[src/rtl/wave_display_if.sv]
// Read port between the waveform display and the waveform sample store.
// The display side is master: it drives the column address and the read enable.
interface wave_display_if;
  logic       wave_data_req;
  logic [8:0] wave_rd_addr;
  logic [7:0] wave_rd_data;

  modport master (
    output wave_data_req,
    output wave_rd_addr,
    input  wave_rd_data
  );

  modport slave (
    input  wave_data_req,
    input  wave_rd_addr,
    output wave_rd_data
  );
endinterface

[src/rtl/wave_display.sv]
// Renders a 300x256 RGB565 waveform window from stored samples, three pixel clocks
// after each coordinate arrives, and flags frame completion for the capture side.
module wave_display #(
  parameter logic [10:0] WAVE_X0 = 11'd50,
  parameter logic [10:0] WAVE_Y0 = 11'd100,
  parameter logic [15:0] C_BG    = 16'h0000,
  parameter logic [15:0] C_GRID  = 16'h8410,
  parameter logic [15:0] C_TRIG  = 16'hF800,
  parameter logic [15:0] C_WAVE  = 16'hFFE0
) (
  input  logic                  lcd_clk,
  input  logic                  rst_n,
  input  logic [10:0]           pixel_xpos,
  input  logic [10:0]           pixel_ypos,
  input  logic [7:0]            trig_level,
  wave_display_if.master        wave_if,
  output logic [15:0]           pixel_data,
  output logic                  lcd_wr_over
);

  localparam logic [10:0] X_LAST = WAVE_X0 + 11'd299;
  localparam logic [10:0] Y_LAST = WAVE_Y0 + 11'd255;

  typedef enum logic [1:0] {
    WAIT_AREA,
    DRAW,
    OVER
  } state_t;

  logic       w_inArea;
  logic [8:0] w_col;
  logic [7:0] w_row;
  logic       w_grid;
  logic       w_trig;

  logic       r_rdReq;
  logic [8:0] r_rdAddr;

  logic       r_s1InArea;
  logic [8:0] r_s1Col;
  logic [7:0] r_s1Row;
  logic       r_s1Grid;
  logic       r_s1Trig;

  logic       r_s2InArea;
  logic [8:0] r_s2Col;
  logic [7:0] r_s2Row;
  logic       r_s2Grid;
  logic       r_s2Trig;
  logic [7:0] r_s2YCur;
  logic [7:0] r_s2YPrev;

  logic       r_s3InArea;
  logic [8:0] r_s3Col;
  logic [7:0] r_s3Row;

  logic [7:0] w_yLo;
  logic [7:0] w_yHi;
  logic       w_trace;
  logic [15:0] w_colour;

  state_t     r_state;

  // Window offsets only need their low bits; the full-width compares guard against wrap.
  assign w_inArea = (pixel_xpos >= WAVE_X0) && (pixel_xpos <= X_LAST) &&
                    (pixel_ypos >= WAVE_Y0) && (pixel_ypos <= Y_LAST);
  assign w_col    = pixel_xpos[8:0] - WAVE_X0[8:0];
  assign w_row    = pixel_ypos[7:0] - WAVE_Y0[7:0];

  assign w_grid = (w_col == 9'd0) || (w_col == 9'd299) ||
                  (w_row == 8'd0) || (w_row == 8'd255) ||
                  (((w_col % 9'd25) == 9'd0) && (w_row[1:0] == 2'b00)) ||
                  ((w_row[4:0] == 5'd0) && (w_col[1:0] == 2'b00));
  assign w_trig = (w_row == (8'd255 - trig_level));

  assign wave_if.wave_data_req = r_rdReq;
  assign wave_if.wave_rd_addr  = r_rdAddr;

  always_ff @(posedge lcd_clk or negedge rst_n) begin
    if (!rst_n) begin
      r_rdReq    <= 1'b0;
      r_rdAddr   <= 9'd0;
      r_s1InArea <= 1'b0;
      r_s1Col    <= 9'd0;
      r_s1Row    <= 8'd0;
      r_s1Grid   <= 1'b0;
      r_s1Trig   <= 1'b0;
    end else begin
      r_rdReq    <= w_inArea;
      if (w_inArea) begin
        r_rdAddr <= w_col;
      end
      r_s1InArea <= w_inArea;
      r_s1Col    <= w_col;
      r_s1Row    <= w_row;
      r_s1Grid   <= w_grid;
      r_s1Trig   <= w_trig;
    end
  end

  // The previous sample only counts as the segment start if it sat in this same window row.
  always_ff @(posedge lcd_clk or negedge rst_n) begin
    if (!rst_n) begin
      r_s2InArea <= 1'b0;
      r_s2Col    <= 9'd0;
      r_s2Row    <= 8'd0;
      r_s2Grid   <= 1'b0;
      r_s2Trig   <= 1'b0;
      r_s2YCur   <= 8'd0;
      r_s2YPrev  <= 8'd0;
    end else begin
      r_s2InArea <= r_s1InArea;
      r_s2Col    <= r_s1Col;
      r_s2Row    <= r_s1Row;
      r_s2Grid   <= r_s1Grid;
      r_s2Trig   <= r_s1Trig;
      r_s2YCur   <= wave_if.wave_rd_data;
      if (r_s2InArea && r_s1InArea && (r_s2Row == r_s1Row)) begin
        r_s2YPrev <= r_s2YCur;
      end else begin
        r_s2YPrev <= wave_if.wave_rd_data;
      end
    end
  end

  assign w_yLo   = (r_s2YPrev < r_s2YCur) ? r_s2YPrev : r_s2YCur;
  assign w_yHi   = (r_s2YPrev < r_s2YCur) ? r_s2YCur : r_s2YPrev;
  assign w_trace = (r_s2YCur != 8'd255) && (r_s2YPrev != 8'd255) &&
                   (r_s2Row >= w_yLo) && (r_s2Row <= w_yHi);

  always_comb begin
    w_colour = C_BG;
    if (!r_s2InArea) begin
      w_colour = C_BG;
    end else if (w_trace) begin
      w_colour = C_WAVE;
    end else if (r_s2Trig) begin
      w_colour = C_TRIG;
    end else if (r_s2Grid) begin
      w_colour = C_GRID;
    end
  end

  always_ff @(posedge lcd_clk or negedge rst_n) begin
    if (!rst_n) begin
      pixel_data <= C_BG;
      r_s3InArea <= 1'b0;
      r_s3Col    <= 9'd0;
      r_s3Row    <= 8'd0;
    end else begin
      pixel_data <= w_colour;
      r_s3InArea <= r_s2InArea;
      r_s3Col    <= r_s2Col;
      r_s3Row    <= r_s2Row;
    end
  end

  // Frame tracking follows the rendered pixel; a new frame edge from the driver aborts or re-arms.
  always_ff @(posedge lcd_clk or negedge rst_n) begin
    if (!rst_n) begin
      r_state     <= WAIT_AREA;
      lcd_wr_over <= 1'b0;
    end else begin
      lcd_wr_over <= 1'b0;
      case (r_state)
        WAIT_AREA: begin
          if (r_s3InArea && (r_s3Col == 9'd0) && (r_s3Row == 8'd0)) begin
            r_state <= DRAW;
          end
        end
        DRAW: begin
          if (r_s3InArea && (r_s3Col == 9'd299) && (r_s3Row == 8'd255)) begin
            r_state     <= OVER;
            lcd_wr_over <= 1'b1;
          end else if (pixel_ypos == 11'd0) begin
            r_state <= WAIT_AREA;
          end
        end
        OVER: begin
          if (pixel_ypos == 11'd0) begin
            r_state <= WAIT_AREA;
          end else begin
            lcd_wr_over <= 1'b1;
          end
        end
        default: begin
          r_state <= WAIT_AREA;
        end
      endcase
    end
  end

endmodule

[src/flat_wrapper.sv]
// flat-port wrapper written by rule: the top's interface ports become plain ports
module wave_display_flat 
#(
  parameter logic [10:0] WAVE_X0 = 11'd50,
  parameter logic [10:0] WAVE_Y0 = 11'd100,
  parameter logic [15:0] C_BG    = 16'h0000,
  parameter logic [15:0] C_GRID  = 16'h8410,
  parameter logic [15:0] C_TRIG  = 16'hF800,
  parameter logic [15:0] C_WAVE  = 16'hFFE0
)
  (lcd_clk, rst_n, pixel_xpos, pixel_ypos, trig_level, pixel_data, lcd_wr_over, wave_if_wave_data_req, wave_if_wave_rd_addr, wave_if_wave_rd_data);
  wave_display_if wave_if_i ();
  input  logic lcd_clk;
  input  logic rst_n;
  input  logic [10:0] pixel_xpos;
  input  logic [10:0] pixel_ypos;
  input  logic [7:0] trig_level;
  output logic [15:0] pixel_data;
  output logic lcd_wr_over;
  output wire logic [$bits(wave_if_i.wave_data_req)-1:0] wave_if_wave_data_req;
  output wire logic [$bits(wave_if_i.wave_rd_addr)-1:0] wave_if_wave_rd_addr;
  input wire logic [$bits(wave_if_i.wave_rd_data)-1:0] wave_if_wave_rd_data;
  assign wave_if_wave_data_req = wave_if_i.wave_data_req;
  assign wave_if_wave_rd_addr = wave_if_i.wave_rd_addr;
  assign wave_if_i.wave_rd_data = wave_if_wave_rd_data;
  wave_display #(.WAVE_X0(WAVE_X0), .WAVE_Y0(WAVE_Y0), .C_BG(C_BG), .C_GRID(C_GRID), .C_TRIG(C_TRIG), .C_WAVE(C_WAVE)) u_core (.lcd_clk(lcd_clk), .rst_n(rst_n), .pixel_xpos(pixel_xpos), .pixel_ypos(pixel_ypos), .trig_level(trig_level), .wave_if(wave_if_i), .pixel_data(pixel_data), .lcd_wr_over(lcd_wr_over));
endmodule
[config.mk]
export PLATFORM = sky130hd
export DESIGN_NAME = wave_display_flat
export DESIGN_NICKNAME = d
export VERILOG_FILES = /design/src/rtl/wave_display_if.sv /design/src/rtl/wave_display.sv /design/src/flat_wrapper.sv
export SDC_FILE = /design/constraint.sdc
export NUM_CORES = 1
export LEC_CHECK = 0
export ABC_AREA = 1
export CORE_MARGIN = 5
export CORE_UTILIZATION = 55
export DETAILED_ROUTE_END_ITERATION = 16
export PLACE_DENSITY = 0.8
export SETUP_SLACK_MARGIN = 0.5
export SLEW_MARGIN = 20
export SYNTH_ARGS = -nofsm -noshare
export SYNTH_HDL_FRONTEND = slang
export SYNTH_SLANG_ARGS = --single-unit
[constraint.sdc]
create_clock -name lcd_clk -period 9.2 [get_ports lcd_clk]
set_input_delay 2.76 -clock lcd_clk [delete_from_list [all_inputs] [get_ports lcd_clk]]
set_output_delay 2.76 -clock lcd_clk [all_outputs]
set_load 0.01 [all_outputs]
## Word level (Yosys, flattened, before mapping)

Cells that the tools add are included.

- Reductions and logical operators: 29
- $add $sub $neg: 3
- Divide/modulo/power cells: 1
- Equal/unequal tests: 11
- Mux-type cells: 14
- Order comparisons: 7

Operators with widths:

| cell | number |
|---|---|
| $mux 16 | 4 |
| $logic_not 9->1 | 3 |
| $mux 8 | 3 |
| $le 11x9->1 const B | 2 |
| $eq 9x9->1 const B | 2 |
| $eq 8x8->1 | 2 |
| $eq 8x8->1 const B | 2 |
| $logic_not 8->1 | 2 |
| $ne 8x8->1 const B | 2 |
| $logic_and 1x1->1 | 14 |
| $ge 11x6->1 const B | 1 |
| $ge 11x7->1 const B | 1 |
| $logic_not 11->1 | 1 |
| $mod 9x5->9 const B | 1 |
| $sub 9x6->9 const B | 1 |
| $ge 8x8->1 | 1 |
| $le 8x8->1 | 1 |
| $lt 8x8->1 | 1 |
| $sub 8x7->8 const B | 1 |
| $sub 8x8->8 const A | 1 |
| $logic_not 2->1 | 3 |
| $mux 2 | 3 |
| $pmux 2 s3 | 1 |
| $logic_not 5->1 | 1 |
| other kinds (6) | 11 |

- Output and inout bits: 27
- Input bits: 40
- Register bits: 102
- Logic and storage cells: 84

## Logic depth before layout (Yosys ltp)

- Depth after elaboration: 7
- Gate-level depth with buffers: 33
- Mapped depth without buffers: 33

## Worst setup path before layout

OpenSTA, ideal clock, no wires.

- Path type: input port to flip-flop
- Start point: input pixel_xpos[1]
- End point: register u_core.r_s1Grid
- Path slack: 3,831 ps
- Cell stages on the path: 27
- Arrival time: 5,243 ps
- Data required time: 9,074 ps
- Setup time: 126 ps
- Cell sequence: inv_2 -> ha_1 -> xnor2_2 -> inv_1 -> nor2_1 -> nand3_4 -> nand2_4 -> nand2_4 -> nand2_2 -> nand2_2 -> nor2_2 -> nand2_2 -> nand2_4 -> nand2_2 -> nand2_1 -> inv_1 -> ha_1 -> inv_1 -> o211ai_1 -> nand2_1 -> inv_1 -> nand2_1 -> nand2_1 -> nand3_1 -> nand2_1 -> nand2_1 -> nand2_1

- Cells in the longest elaborated chain, start to end: 7
- Elaborated cells between the ends (all ways): 13

RTL lines:

| what | RTL line | RTL |
|---|---|---|
| start: declaration | flat_wrapper.sv:15 | `input logic [10:0] pixel_xpos;` |
| $sub 9x6->9 (*) | wave_display.sv:67 | `assign w_col = pixel_xpos[8:0] - WAVE_X0[8:0];` |
| named net u_core.w_col[3] | wave_display.sv:31 | `logic [8:0] w_col;` |
| parallel branches: the longest is 4 deep, another holds $mod 9x5->9 | -- |  |
| $logic_or 1x1->1 (*) | wave_display.sv:71 | `(w_row == 8'd0) \|\| (w_row == 8'd255) \|\|` |
| $logic_or 1x1->1 (*) | wave_display.sv:72 | `(((w_col % 9'd25) == 9'd0) && (w_row[1:0] == 2'b00)) \|\|` |
| named net u_core.w_grid | wave_display.sv:33 | `logic w_grid;` |
| end signal: assignment | wave_display.sv:96 | `r_s1Grid <= w_grid;` |
| end: declaration | wave_display.sv:42 | `logic r_s1Grid;` |

Mark *: on every way through the listed nets, which the timed path passes.
A chain may end at the register's enable or synchronous reset.

## Worst setup path after layout

- Start point: input pixel_xpos[1]
- End point: register u_core.r_s1Grid

- Cells in the longest elaborated chain, start to end: 7
- Elaborated cells between the ends (all ways): 13

RTL lines:

| what | RTL line |
|---|---|
| $sub 9x6->9 (*) | wave_display.sv:67 |
| named net u_core.w_col[1] | wave_display.sv:31 |
| parallel branches: the longest is 5 deep, another holds $mod 9x5->9 | -- |
| $logic_or 1x1->1 (*) | wave_display.sv:72 |
| named net u_core.w_grid | wave_display.sv:33 |

Marks and branches as above.

==> results by group <==
Timing
  • Fmax achieved: roughly 0.16 GHz
  • Fin. max-slew vios: 0
  • Final setup viols: 0
  • Final min period: between 6 and 7 ns
  • Max Clock Skew: 0.0129 ns
  • Relative slew slack: about half
  • Final hold vios: 0
  • RSZ-0062 raised after global routing: false
  • Final worst-path cycle share: between 60% and 70%
  • Worst Tran Pin Value: between 0.7 and 0.8 ns
  • Setup TNS: 0 ns

Clock network
  • CTS buffer count: 9
  • Htree depth: 3
  • Postcts setup bufs: 0
  • CTS Buffer Depth: 2
  • PostCTS Resize Cnt: 0
  • CTS clk-pin slew, worst paths: about 0.090 ns
  • TritonCTS sink count: between 90 and 100
  • CTS Hold Bufs: 0
  • CTS tree: yes
  • CTS Root Cell: clkbuf_8
  • Clk_lat worst skew: 0.35 ns

Power and ir drop
  • Total Power: about 1 mW
  • Internal power: 0.670 mW
  • Reg power frac: around 45%
  • Sw Ratio: between 30% and 40%
  • Clock power share: roughly a quarter
  • Leak Pwr: approximately 3 nW
  • PwrDens: approximately 170 nW/µm²
  • Combinational Power Share: 30.0%
  • Peak supply drop: about 0.087 mV
  • NetSw: about 0.35 mW

Final layout
  • Fin area: around 6000 µm²
  • Area added between synthesis and finish: 17.2%
  • # diodes: 0
  • Most frequent cells in the layout: nand2_1, dfrtp_1, inv_1
  • Layout cells sized above 1: 12.2%
  • Commonest non-fill, non-tap cell in the layout: nand2_1
  • Final net count: around 720
  • Fill cell total of the finished layout: between 700 and 800

Synth
  • Synth Register Bits: 91
  • Register area share after synthesis: between 40 and 50%
  • Synth Instances: between 500 and 600
  • Syn Std Cell Area: roughly 5100 µm²
  • YS warnings: 0
  • Distinct cell type count after synthesis: 48
  • Synthesized area per cell: between 8 and 9 µm²
  • Dominant cells by area after synthesis: dfrtp_1, ha_1, nand2_1, inv_1, o21ai_0
  • Yosys top cell area share: approximately 44%
  • Cell taking the most area after synthesis: dfrtp_1

Critical path
  • Slowest cell on the critical path: clkdlybuf4s50_1
  • Reg2Reg Depth: 22
  • Worst setup EP type: register
  • CP Data Required Time: ~9.5 ns
  • Max incr delay on CP: a little over 0.7 ns
  • Reg2Reg Setup Slack: about 5.6 ns
  • R2R Path End: u_core.pixel_data[15]
  • Critical Path Source Type: input port
  • Most used cell, CP: nand2_1
  • Reg-to-Reg Start: u_core.r_s2YCur[1]
  • Critical Path Start: pixel_xpos[1]
  • CP Class: in -> reg
  • Critical path buffers and inverters: 5
  • Critical Path Fanout Max: 9
  • Family with the most delay on the worst path: simple AND/OR/NAND/NOR gates
  • Data arrival, critical path: ~6.6 ns

Placement
  • DP Area: between 5000 and 6000 µm²
  • Detailed placement HPWL: approximately 8.6 mm
  • I/O Buffers: a little over 60
  • Gpl congestion: just over 0.9

Min path
  • Hold path cells: 0
  • HP Start: u_core.r_s1Col[6]
  • Hold endpoint: u_core.r_s2Col[6]
  • Worst hold path class: reg -> reg

Detailed routing
  • Routed vias: roughly 4100
  • Post-DR wirelength/cell: ~15 µm
  • Post-DR vias/cell: between 5 and 6
  • Pre-Repair DR Iteration Count: 5
  • WL final: 11.1 mm
  • Post-route ant nets: 0
  • DR iter-0 viols: between 200 and 250
  • DRC: 0

Job
  • Number of max-cap violations: 0

GRT
  • GRT Util Overall: between 20% and 30%
  • Grt total ovfl: 0
  • Antenna violations before repair: 0
  • Pin count of the biggest net entering global routing: 58
  • Vias in the first global route: around 4000
  • Global-route wire length before repair: ~19 mm

Floorplan
  • Core area: between 9000 and 10000 µm²
  • Initial Utilization: between 50 and 60%
  • Boundary Pins: between 60 and 70
  • Die W: around 110 µm
  • Die Footprint: about 11000 µm²
  • FP Rows: 35
  • Chip Height: around 110 µm

Status
  • Status: finished clean
## through the flow
step	setup slack, ns	utilization, %	cells	hold slack (ns)
after floorplan	3.83	-	584	0.331
after global placement	2.81	63.3	742	0.332
after detailed placement	2.58	63.3	742	0.335
after CTS	2.95	65.4	758	0.337
after global routing	2.52	65.5	758	0.348
final	2.87	65.5	758	0.337
## power groups by stage
stage / registers (mW) / logic, mW / clock network (mW)
floorplan: 0.464 / 0.199 / 0
global placement: 0.464 / 0.287 / 0
detailed placement: 0.466 / 0.302 / 0
CTS: 0.458 / 0.304 / 0.264
global route: 0.463 / 0.346 / 0.282
finish: 0.458 / 0.306 / 0.257
## synthesized netlist by cell type (all sizes together)
cell and n:
xnor2 5, nand2 139, o21a 2, or3 1, nor3 7, clkinv 1, o22ai 3, a31oi 2
nor2 38, nor4 4, nand3 38, conb 1, inv 78, or4 1, a21boi 3, a221o 1
clkbuf 6, o211ai 6, o32ai 1, a22oi 1, a2111oi 4, o2111ai 1, xor2 7, o41ai 1
ha 37, nand3b 1, o221ai 1, o21ai 49, dfrtp 91, a21oi 21, a21o 1, nor4b 1
a221oi 1, nand4 16, buf 11
## per-layer routing
layer,vias to the layer above,share of wire [%],GRT usage [%]
met4,0,1.5,5.84
met2,90,52,36.4
met1,1978,43,25.7
met3,14,3.6,3.70
met5,-,0,0
li1,2038,-,-
## flip-flops by register name (all words and copies together) (netlist names), 2 cells and up
register / flops
u_core.r_s1Col: 9
u_core.wave_if.wave_rd_addr: 9
u_core.r_s2YPrev: 8
u_core.pixel_data: 5
u_core.r_s3Col: 9
u_core.r_s2Row: 8
u_core.r_s3Row: 8
u_core.r_s2Col: 9
u_core.r_state: 2
u_core.r_s1Row: 8
u_core.r_s2YCur: 8
## worst max-delay path by stage
stage | end | slack [ns] | cells past startpoint
final | u_core.r_s1Grid | 2.87 | 27
after global routing | u_core.r_s1Grid | 2.52 | 27
after CTS | u_core.r_s1Grid | 2.95 | 28
after detailed placement | u_core.r_s1Grid | 2.58 | 28
after global placement | u_core.r_s1Grid | 2.81 | 28
after floorplan | u_core.r_s1Grid | 3.83 | 27
## kinds of logic after synthesis
kind of cell	after synthesis	share of synthesized area, %
and+or+nand+nor	246	24.7
AOI/OAI and AO/OA	98	11.6
buffers and inverters	96	7.85
DFF	91	44.5
adders and majority gates	37	9.05
xor gates and xnor gates	12	2.20
other	1	0.0733
## cell type report
| class | instances | area (µm²) | share of cell area, % |
|---|---|---|---|
| clock inverters | 5 | 42.5 | 0.710 |
| clock buffers | 11 | 151 | 2.53 |
| multi-input cells | 397 | 2460 | 41.0 |
| repair buffers | 64 | 633 | 10.6 |
| inverters | 79 | 297 | 4.95 |
| flip-flops and latches | 91 | 2280 | 38.0 |
| well taps | 111 | 139 | 2.32 |
Power figures use the tool's default switching activity.
